--- src/rtl/idex_ctrl_stage.sv ---
// ID/EX control-word register: splits the decoded word into EX/M/WB fields and
// inserts load-use bubbles, honours flush and downstream hold, counts bubbles.
module idex_ctrl_stage #(
    parameter int EX_W          = 3,
    parameter int M_W           = 3,
    parameter int WB_W          = 2,
    parameter int BUBBLE_CYCLES = 1,
    parameter int CNT_W         = 16
) (
    input  logic                      clk_i,
    input  logic                      rst_i,
    input  logic [EX_W+M_W+WB_W-1:0]  ctrl_i,
    input  logic                      valid_i,
    input  logic                      hazard_i,
    input  logic                      flush_i,
    input  logic                      stall_i,
    output logic [EX_W-1:0]           EX_o,
    output logic [M_W-1:0]            M_o,
    output logic [WB_W-1:0]           WB_o,
    output logic                      valid_o,
    output logic                      stall_req_o,
    output logic [CNT_W-1:0]          bubble_cnt_o
);

    localparam int CTRL_W = EX_W + M_W + WB_W;
    localparam logic [3:0] REM_INIT = 4'(BUBBLE_CYCLES - 1);

    if (BUBBLE_CYCLES < 1 || BUBBLE_CYCLES > 15) begin : g_bad_bubble_cycles
        $fatal(1, "idex_ctrl_stage: BUBBLE_CYCLES must be in 1..15");
    end

    typedef enum logic {RUN, BUBBLE} state_t;

    state_t              state_q, state_d;
    logic [3:0]          rem_q, rem_d;
    logic [CTRL_W-1:0]   word_q, word_d;
    logic                vld_q, vld_d;
    logic [CNT_W-1:0]    cnt_q, cnt_d;

    function automatic logic [CNT_W-1:0] sat_inc(input logic [CNT_W-1:0] c);
        if (c == {CNT_W{1'b1}}) return c;
        return c + CNT_W'(1);
    endfunction

    always_comb begin
        state_d     = state_q;
        rem_d       = rem_q;
        word_d      = word_q;
        vld_d       = vld_q;
        cnt_d       = cnt_q;
        stall_req_o = ((state_q == RUN) && hazard_i) || ((state_q == BUBBLE) && (rem_q != 4'd0));

        if (flush_i) begin
            word_d  = '0;
            vld_d   = 1'b0;
            state_d = RUN;
            rem_d   = 4'd0;
        end else if (!stall_i) begin
            unique case (state_q)
                RUN: begin
                    if (hazard_i) begin
                        word_d  = '0;
                        vld_d   = 1'b0;
                        cnt_d   = sat_inc(cnt_q);
                        state_d = BUBBLE;
                        rem_d   = REM_INIT;
                    end else begin
                        word_d = valid_i ? ctrl_i : '0;
                        vld_d  = valid_i;
                    end
                end
                BUBBLE: begin
                    if (rem_q != 4'd0) begin
                        word_d = '0;
                        vld_d  = 1'b0;
                        cnt_d  = sat_inc(cnt_q);
                        rem_d  = rem_q - 4'd1;
                    end else begin
                        // Re-issued instruction: hazard_i is masked so it cannot re-trigger.
                        word_d  = valid_i ? ctrl_i : '0;
                        vld_d   = valid_i;
                        state_d = RUN;
                    end
                end
                default: begin
                    state_d = RUN;
                    rem_d   = 4'd0;
                end
            endcase
        end
    end

    // ID -> EX register boundary
    always_ff @(posedge clk_i) begin
        if (rst_i) begin
            state_q <= RUN;
            rem_q   <= 4'd0;
            word_q  <= '0;
            vld_q   <= 1'b0;
            cnt_q   <= '0;
        end else begin
            state_q <= state_d;
            rem_q   <= rem_d;
            word_q  <= word_d;
            vld_q   <= vld_d;
            cnt_q   <= cnt_d;
        end
    end

    assign EX_o         = word_q[CTRL_W-1 -: EX_W];
    assign M_o          = word_q[M_W+WB_W-1 -: M_W];
    assign WB_o         = word_q[WB_W-1:0];
    assign valid_o      = vld_q;
    assign bubble_cnt_o = cnt_q;

endmodule

--- config.mk ---
export PLATFORM = sky130hd
export DESIGN_NAME = idex_ctrl_stage
export DESIGN_NICKNAME = d
export VERILOG_FILES = /design/src/rtl/idex_ctrl_stage.sv
export SDC_FILE = /design/constraint.sdc
export NUM_CORES = 1
export LEC_CHECK = 0
export ABC_AREA = 1
export BUFFER_PORTS_ARGS = -buffer_cell sky130_fd_sc_hd__buf_2
export CAP_MARGIN = 20
export CELL_PAD_IN_SITES_DETAIL_PLACEMENT = 1
export CELL_PAD_IN_SITES_GLOBAL_PLACEMENT = 1
export CORE_AREA = 10 10 85 87
export DETAILED_ROUTE_END_ITERATION = 10
export DIE_AREA = 0 0 95 97
export GPL_TIMING_DRIVEN = 0
export HOLD_SLACK_MARGIN = 0.02
export PLACE_DENSITY_LB_ADDON = 0.1
export SETUP_SLACK_MARGIN = 0.1
export SLEW_MARGIN = 20
export SYNTH_ARGS = -nofsm -noshare
export SYNTH_HDL_FRONTEND = slang
export SYNTH_SLANG_ARGS = --single-unit
--- constraint.sdc ---
create_clock -name clk_i -period 1.4 [get_ports clk_i]
set_input_delay 0.07 -clock clk_i [delete_from_list [all_inputs] [get_ports clk_i]]
set_output_delay 0.07 -clock clk_i [all_outputs]
set_load 0.02 [all_outputs]
==> flow_metrics.tcl, run 1 <==
set metrics [dict create \
    period_minus_slack_ns 1.50 \
    synth.net_count 259 \
    arrival_ns 1.67 \
    ctsHoldBuffers 0 \
    drv_cap 0 \
    dr.pass1.iters 4 \
    leakagePower_nw 0.916 \
    yosysTopAreaCellShare 0.368 \
    drive_above_1_share 0.427 \
    pin_count 40 \
    nNetsFinal 316 \
    ys.warnings.count 0 \
    root_buffer "clkbuf_8" \
    place_ws_ns -0.233 \
    placed_cell_area_um2 2010 \
    r2r_setup_slack_ns -0.1 \
    rows 27 \
    crit_family "simple AND/OR/NAND/NOR gates" \
    worst_slack_ns -0.0995 \
    crit_path_top_delay_cell "dfxtp_4" \
    hp-start "ctrl_i[3]" \
    synth-seq-area-share 0.368 \
    drc 0 \
    critPathLaunchType "flip-flop" \
    drtIter0Drc 48 \
    wl_mm 5.45 \
    grt_pass1_vias 1832 \
    ys_types 19 \
    antennaDiodeCount 0 \
    core_area_um2 5470 \
    status "finished with violations" \
    reg2regPathDepth 9 \
    dp_cells 352 \
    reg2reg_to "bubble_cnt_o[1]" \
    drt.antenna.violating_nets 0 \
    die_w_um 95 \
    synth_area_per_cell_um2 6.74 \
    ys_ff_latch 30 \
    required_ns 1.57 \
    ir_drop_v 0.000315 \
    synth_area_um2 1630 \
    whs_ns 0.0448 \
    hold_viol 0 \
    grt.total_usage 0.119 \
    clock_latency_ns 0.28 \
    cpPeakStageDelay_ns 0.37 \
    antenna_found_initial 0 \
    p_per_area_nw_per_um2 815 \
    timing.rr.start "bubble_cnt_o[1]" \
    wire_per_inst_um 14.6 \
    skew_ns 0.00570 \
    dp_hpwl_mm 3.89 \
    dieArea_um2 9220 \
    numClockSinks 30 \
    viasPerCell 4.65 \
    grt_pass1_wl_mm 8.93 \
    timing.critical_path.buf_inv 2 \
    path_class "reg -> reg" \
    cts_buffer_depth 2 \
    area_growth_pct 41.3 \
    initial_core_util 0.298 \
    htree_levels 2 \
    rsz0062_at_grt "yes" \
    globalplace.congestion 0.826 \
    slew_viol_final 0 \
    setup_viol 17 \
    fin_area_um2 2300 \
    grt-ovfl-total 0 \
    failed_checks "negative setup slack" \
    path_cells "ha_4, nand2_2, inv_1, nand3_1, nor2_2, nor2_4, buf_4, o21ai_0, nor2_1" \
    hp-class "in -> reg" \
    whs_path_depth 3 \
    netlist_top_cells_area "dfxtp_1 (37%), nand2_1 (18%), nand3_1 (6.4%)" \
    cts_buffers 5 \
    synth_area_leader_cell "dfxtp_1" \
    syn-instance-count 242 \
    max_slew.worst_pin.slew_ns 0.791 \
    max-slew-margin-rel 0.473 \
    final_cell_count_no_fill 372 \
    cts_tree "built" \
    hold_path_end "word_q[3]" \
    endpoint_kind "flip-flop" \
    fin_crit_sh 1.07 \
    num_vias 1730 \
    grt_max_degree 11 \
    path_clk_slew_ns 0.07 \
    crit_fanout 5 \
    die_y_um 97 \
    io_buffers 38 \
    fmax_mhz 667 \
]
[cells in the final DEF (no fill, tap or decap), drive strengths merged]
master  instances
ha              3
clkinv          2
buf            52
xor2            7
inv            23
o21ai           2
dfxtp          30
clkbuf         10
xnor2           2
a21oi          28
nor2           30
nand4           9
nand3          21
nand2          81
[worst max path at each step]
stage | from | end | slack, ns | cells after the start
finish | bubble_cnt_o[1] | bubble_cnt_o[1] | -0.1 | 9
global route | rem_q[1] | bubble_cnt_o[4] | -0.21 | 10
CTS | rem_q[1] | bubble_cnt_o[13] | -0.14 | 10
detailed placement | rem_q[1] | bubble_cnt_o[13] | -0.23 | 10
global placement | rem_q[1] | bubble_cnt_o[13] | -0.19 | 10
floorplan | rem_q[1] | bubble_cnt_o[13] | 0.02 | 10
[per-layer routing]
metal | vias up | routed length, um | share of wire | GRT usage
met1 | 803 | 2530 | 0.46 | 0.144
met4 | 0 | 41 | 0.0075 | 0.0309
li1 | 888 | - | - | -
met3 | 4 | 229 | 0.042 | 0.0332
met2 | 35 | 2650 | 0.49 | 0.197
met5 | - | 0 | 0 | 0
[kinds of logic after synthesis]
group / Yosys count / synth area share
simple gates: 141 / 0.371
fa+ha+maj: 3 / 0.0230
compound gates: 30 / 0.113
xor+xnor: 9 / 0.0484
buf+inv: 29 / 0.0760
flops: 30 / 0.368
[flip-flops by register name (all words and copies together), names as in the netlist]
signal / flops
state_q: 1
word_q: 8
rem_q: 4
bubble_cnt_o: 16
valid_o: 1
[area by class of cell]
class                   count  area, um^2
fillers                   733        3170
repair buffers             50         290
clock inverters             2        10.0
well taps                  72        90.1
clock buffers               6        93.8
flip-flops and latches     30         624
plain buffers               6        46.3
inverters                  23        93.8
multi-input cells         183        1050
[metrics by stage]
step / total power [mW] / setup TNS [ns] / utilization
2_1_floorplan: 0.990 / 0 / -
3_3_place_gp: 1.05 / -2.07 / 0.367
3_5_place_dp: 1.05 / -2.82 / 0.367
4_1_cts: 1.90 / -1.98 / 0.404
5_1_grt: 1.96 / -2.94 / 0.421
6_report: 1.88 / -1.10 / 0.421
[worst reg2reg max path, cell delays in order, from the launching register on]
cell     delay [ns]
dfxtp_4        0.37
ha_4           0.17
nand2_2        0.09
inv_1          0.06
nand3_1        0.09
nor2_2         0.18
nor2_4         0.07
buf_4          0.16
o21ai_0        0.15
nor2_1         0.05
[power breakdown]
group          total, mW  internal, mW  switching, mW
Combinational      0.200        0.0761          0.124
Sequential         0.870         0.861        0.00926
Clock              0.808         0.452          0.357
[cell usage after synthesis]
| library cell | number |
|---|---|
| clkbuf_1 | 4 |
| xnor2_1 | 2 |
| nand2_1 | 77 |
| nor2_2 | 1 |
| inv_2 | 1 |
| ha_1 | 3 |
| nor2_4 | 2 |
| o21ai_0 | 2 |
| clkinv_1 | 1 |
| dfxtp_1 | 30 |
| inv_1 | 21 |
| a21oi_2 | 9 |
| buf_6 | 2 |
| xor2_1 | 7 |
| a21oi_1 | 19 |
| nor2_1 | 27 |
| nand4_1 | 9 |
| nand2_2 | 4 |
| nand3_1 | 21 |
[what timing repair did]
item / 4_1_cts / 5_1_grt
resized for setup: 10 / 22
pin swaps: 7 / 4
cloned: 0 / 0
setup buffers: 9 / 3
endpoints found under the setup margin: 28 / 21
Power figures use the tool's default switching activity.
==> run 2, diff against run 1 <==
--- a/config.mk
+++ b/config.mk
@@ -15,7 +15,7 @@
 export DIE_AREA = 0 0 95 97
 export GPL_TIMING_DRIVEN = 0
 export HOLD_SLACK_MARGIN = 0.02
-export PLACE_DENSITY_LB_ADDON = 0.1
+export PLACE_DENSITY_LB_ADDON = 0.15
 export SETUP_SLACK_MARGIN = 0.1
 export SLEW_MARGIN = 20
 export SYNTH_ARGS = -nofsm -noshare
==> flow_metrics.tcl, run 2 (synthesis results as in run 1) <==
set metrics [dict create \
    dr.pass1.iters 4 \
    wl_mm 5.30 \
    fmax_mhz 675 \
    drt.antenna.violating_nets 0 \
    fin_crit_sh 1.06 \
    slew_viol_final 0 \
    rows 27 \
    dp_hpwl_mm 3.86 \
    grt-ovfl-total 0 \
    cts_buffers 5 \
    power.switching_mw 0.495 \
    finalSetupTns_ns -0.928 \
    place_ws_ns -0.193 \
    htree_levels 2 \
    grt_pass1_wl_mm 8.83 \
    p_per_area_nw_per_um2 789 \
    die_y_um 97 \
    path_cells "inv_2, ha_4, nand2_2, clkinv_2, nand2_4, nand3_4, nor2_4, nand2_4, clkbuf_16, nand2_2, a21oi_2" \
    endpoint_kind "flip-flop" \
    viasPerCell 4.68 \
    arrival_ns 1.63 \
    r2r_setup_slack_ns -0.08 \
    period_minus_slack_ns 1.48 \
    ir_drop_v 0.000324 \
    max-slew-margin-rel 0.519 \
    ctsHoldBuffers 0 \
    antenna_found_initial 0 \
    grt.total_usage 0.116 \
    hp-class "in -> reg" \
    die_w_um 95 \
    setup_viol 18 \
    globalplace.congestion 0.784 \
    rsz0062_at_grt "yes" \
    internal-power_mw 1.34 \
    path_class "reg -> reg" \
    io_buffers 38 \
    p_seq_frac 0.473 \
    hold_viol 0 \
    worst_slack_ns -0.0822 \
    dieArea_um2 9220 \
    pin_count 40 \
    drc 0 \
    power_frac_comb 0.116 \
    grt_max_degree 11 \
    leakagePower_nw 0.931 \
    clock_latency_ns 0.29 \
    critPathLaunchType "flip-flop" \
    failed_checks "negative setup slack" \
    swShare 0.269 \
    power_mw 1.84 \
    required_ns 1.54 \
    status "finished with violations" \
    area_growth_pct 42.9 \
    max_slew.worst_pin.slew_ns 0.721 \
    drive_above_1_share 0.447 \
    core_area_um2 5470 \
    utilization 0.426 \
    largest_reg_flops 16 \
    antennaDiodeCount 0 \
    crit_fanout 5 \
    cts_tree "built" \
    clock_power_share 0.410 \
    cts_buffer_depth 2 \
    skew_ns 0.00614 \
    nNetsFinal 318 \
    numClockSinks 30 \
    layout_common_cells "nand2_1 (52), buf_2 (37), nand2_2 (26)" \
    initial_core_util 0.298 \
    wire_per_inst_um 14.2 \
    crit_path_top_delay_cell "dfxtp_2" \
    drtIter0Drc 38 \
    num_vias 1752 \
    drv_cap 0 \
    root_buffer "clkbuf_8" \
    grt_pass1_vias 1800 \
    path_clk_slew_ns 0.07 \
    layout_commonest_cell "nand2_1" \
    cpPeakStageDelay_ns 0.34 \
]
run 2: changes by cell type in the layout (fill, tap and decap cells not counted), moves of 2 or more:
cell	before	now
nand2_2	18	26
nand2_1	59	52
a21oi_1	14	17
a21oi_2	14	11
buf_8	0	2
nor2_1	22	20
run 2: path summary, 6_finish.rpt:
| kind | cells past startpoint | to | startpoint |
|---|---|---|---|
| setup / recovery | 11 | bubble_cnt_o[6] | rem_q[1] |
| hold / removal | 3 | word_q[6] | ctrl_i[6] |
| setup reg to reg | 11 | bubble_cnt_o[6] | rem_q[1] |
| hold reg to reg | 2 | word_q[5] | word_q[5] |
run 2: routing by layer:
metal | share of wire | vias up | track usage
li1 | - | 890 | -
met1 | 0.46 | 823 | 0.140
met2 | 0.47 | 34 | 0.189
met3 | 0.053 | 5 | 0.0324
met4 | 0.013 | 0 | 0.0412
met5 | 0 | - | 0
run 2: power groups by stage:
stage,clock (mW),combinational (mW),sequential [mW]
3_5_place_dp,0,0.159,0.892
3_3_place_gp,0,0.157,0.892
6_report,0.754,0.214,0.871
5_1_grt,0.815,0.235,0.872
4_1_cts,0.776,0.194,0.870
2_1_floorplan,0,0.0914,0.898
run 2: stage by stage:
stage / cell area, um^2 / hold WS (ns) / instances
finish: 2330 / 0.0444 / 374
floorplan: 1730 / 0.233 / 242
global route: 2330 / 0.0509 / 374
detailed placement: 2010 / 0.351 / 352
global placement: 2010 / 0.347 / 352
CTS: 2220 / 0.0435 / 369
run 2: critical path: cells and delay by family, from the launching register on:
kind / cells / cell delay, ns
fa+ha+maj: 1 / 0.15
buf+inv: 3 / 0.29
flops: 1 / 0.34
compound gates: 1 / 0.05
simple gates: 6 / 0.51
run 2: repair_timing:
| item | 4_1_cts | 5_1_grt |
|---|---|---|
| resized for setup | 17 | 20 |
| endpoints found under the setup margin | 28 | 21 |
| setup buffers | 9 | 4 |
| gates cloned | 0 | 1 |
| endpoints found under the hold margin | 0 | 0 |
| pin swaps | 10 | 6 |
run 2: final cells by class:
class                      count  area [um^2]
clock inverter                 1         5.00
tap                           72         90.1
fill                         717         3140
sequential                    30          624
timing repair buffer          52          323
clock buffer                   7         86.3
buffer                         6         45.0
inverter                      23         90.1
multi-input combinational    183         1070
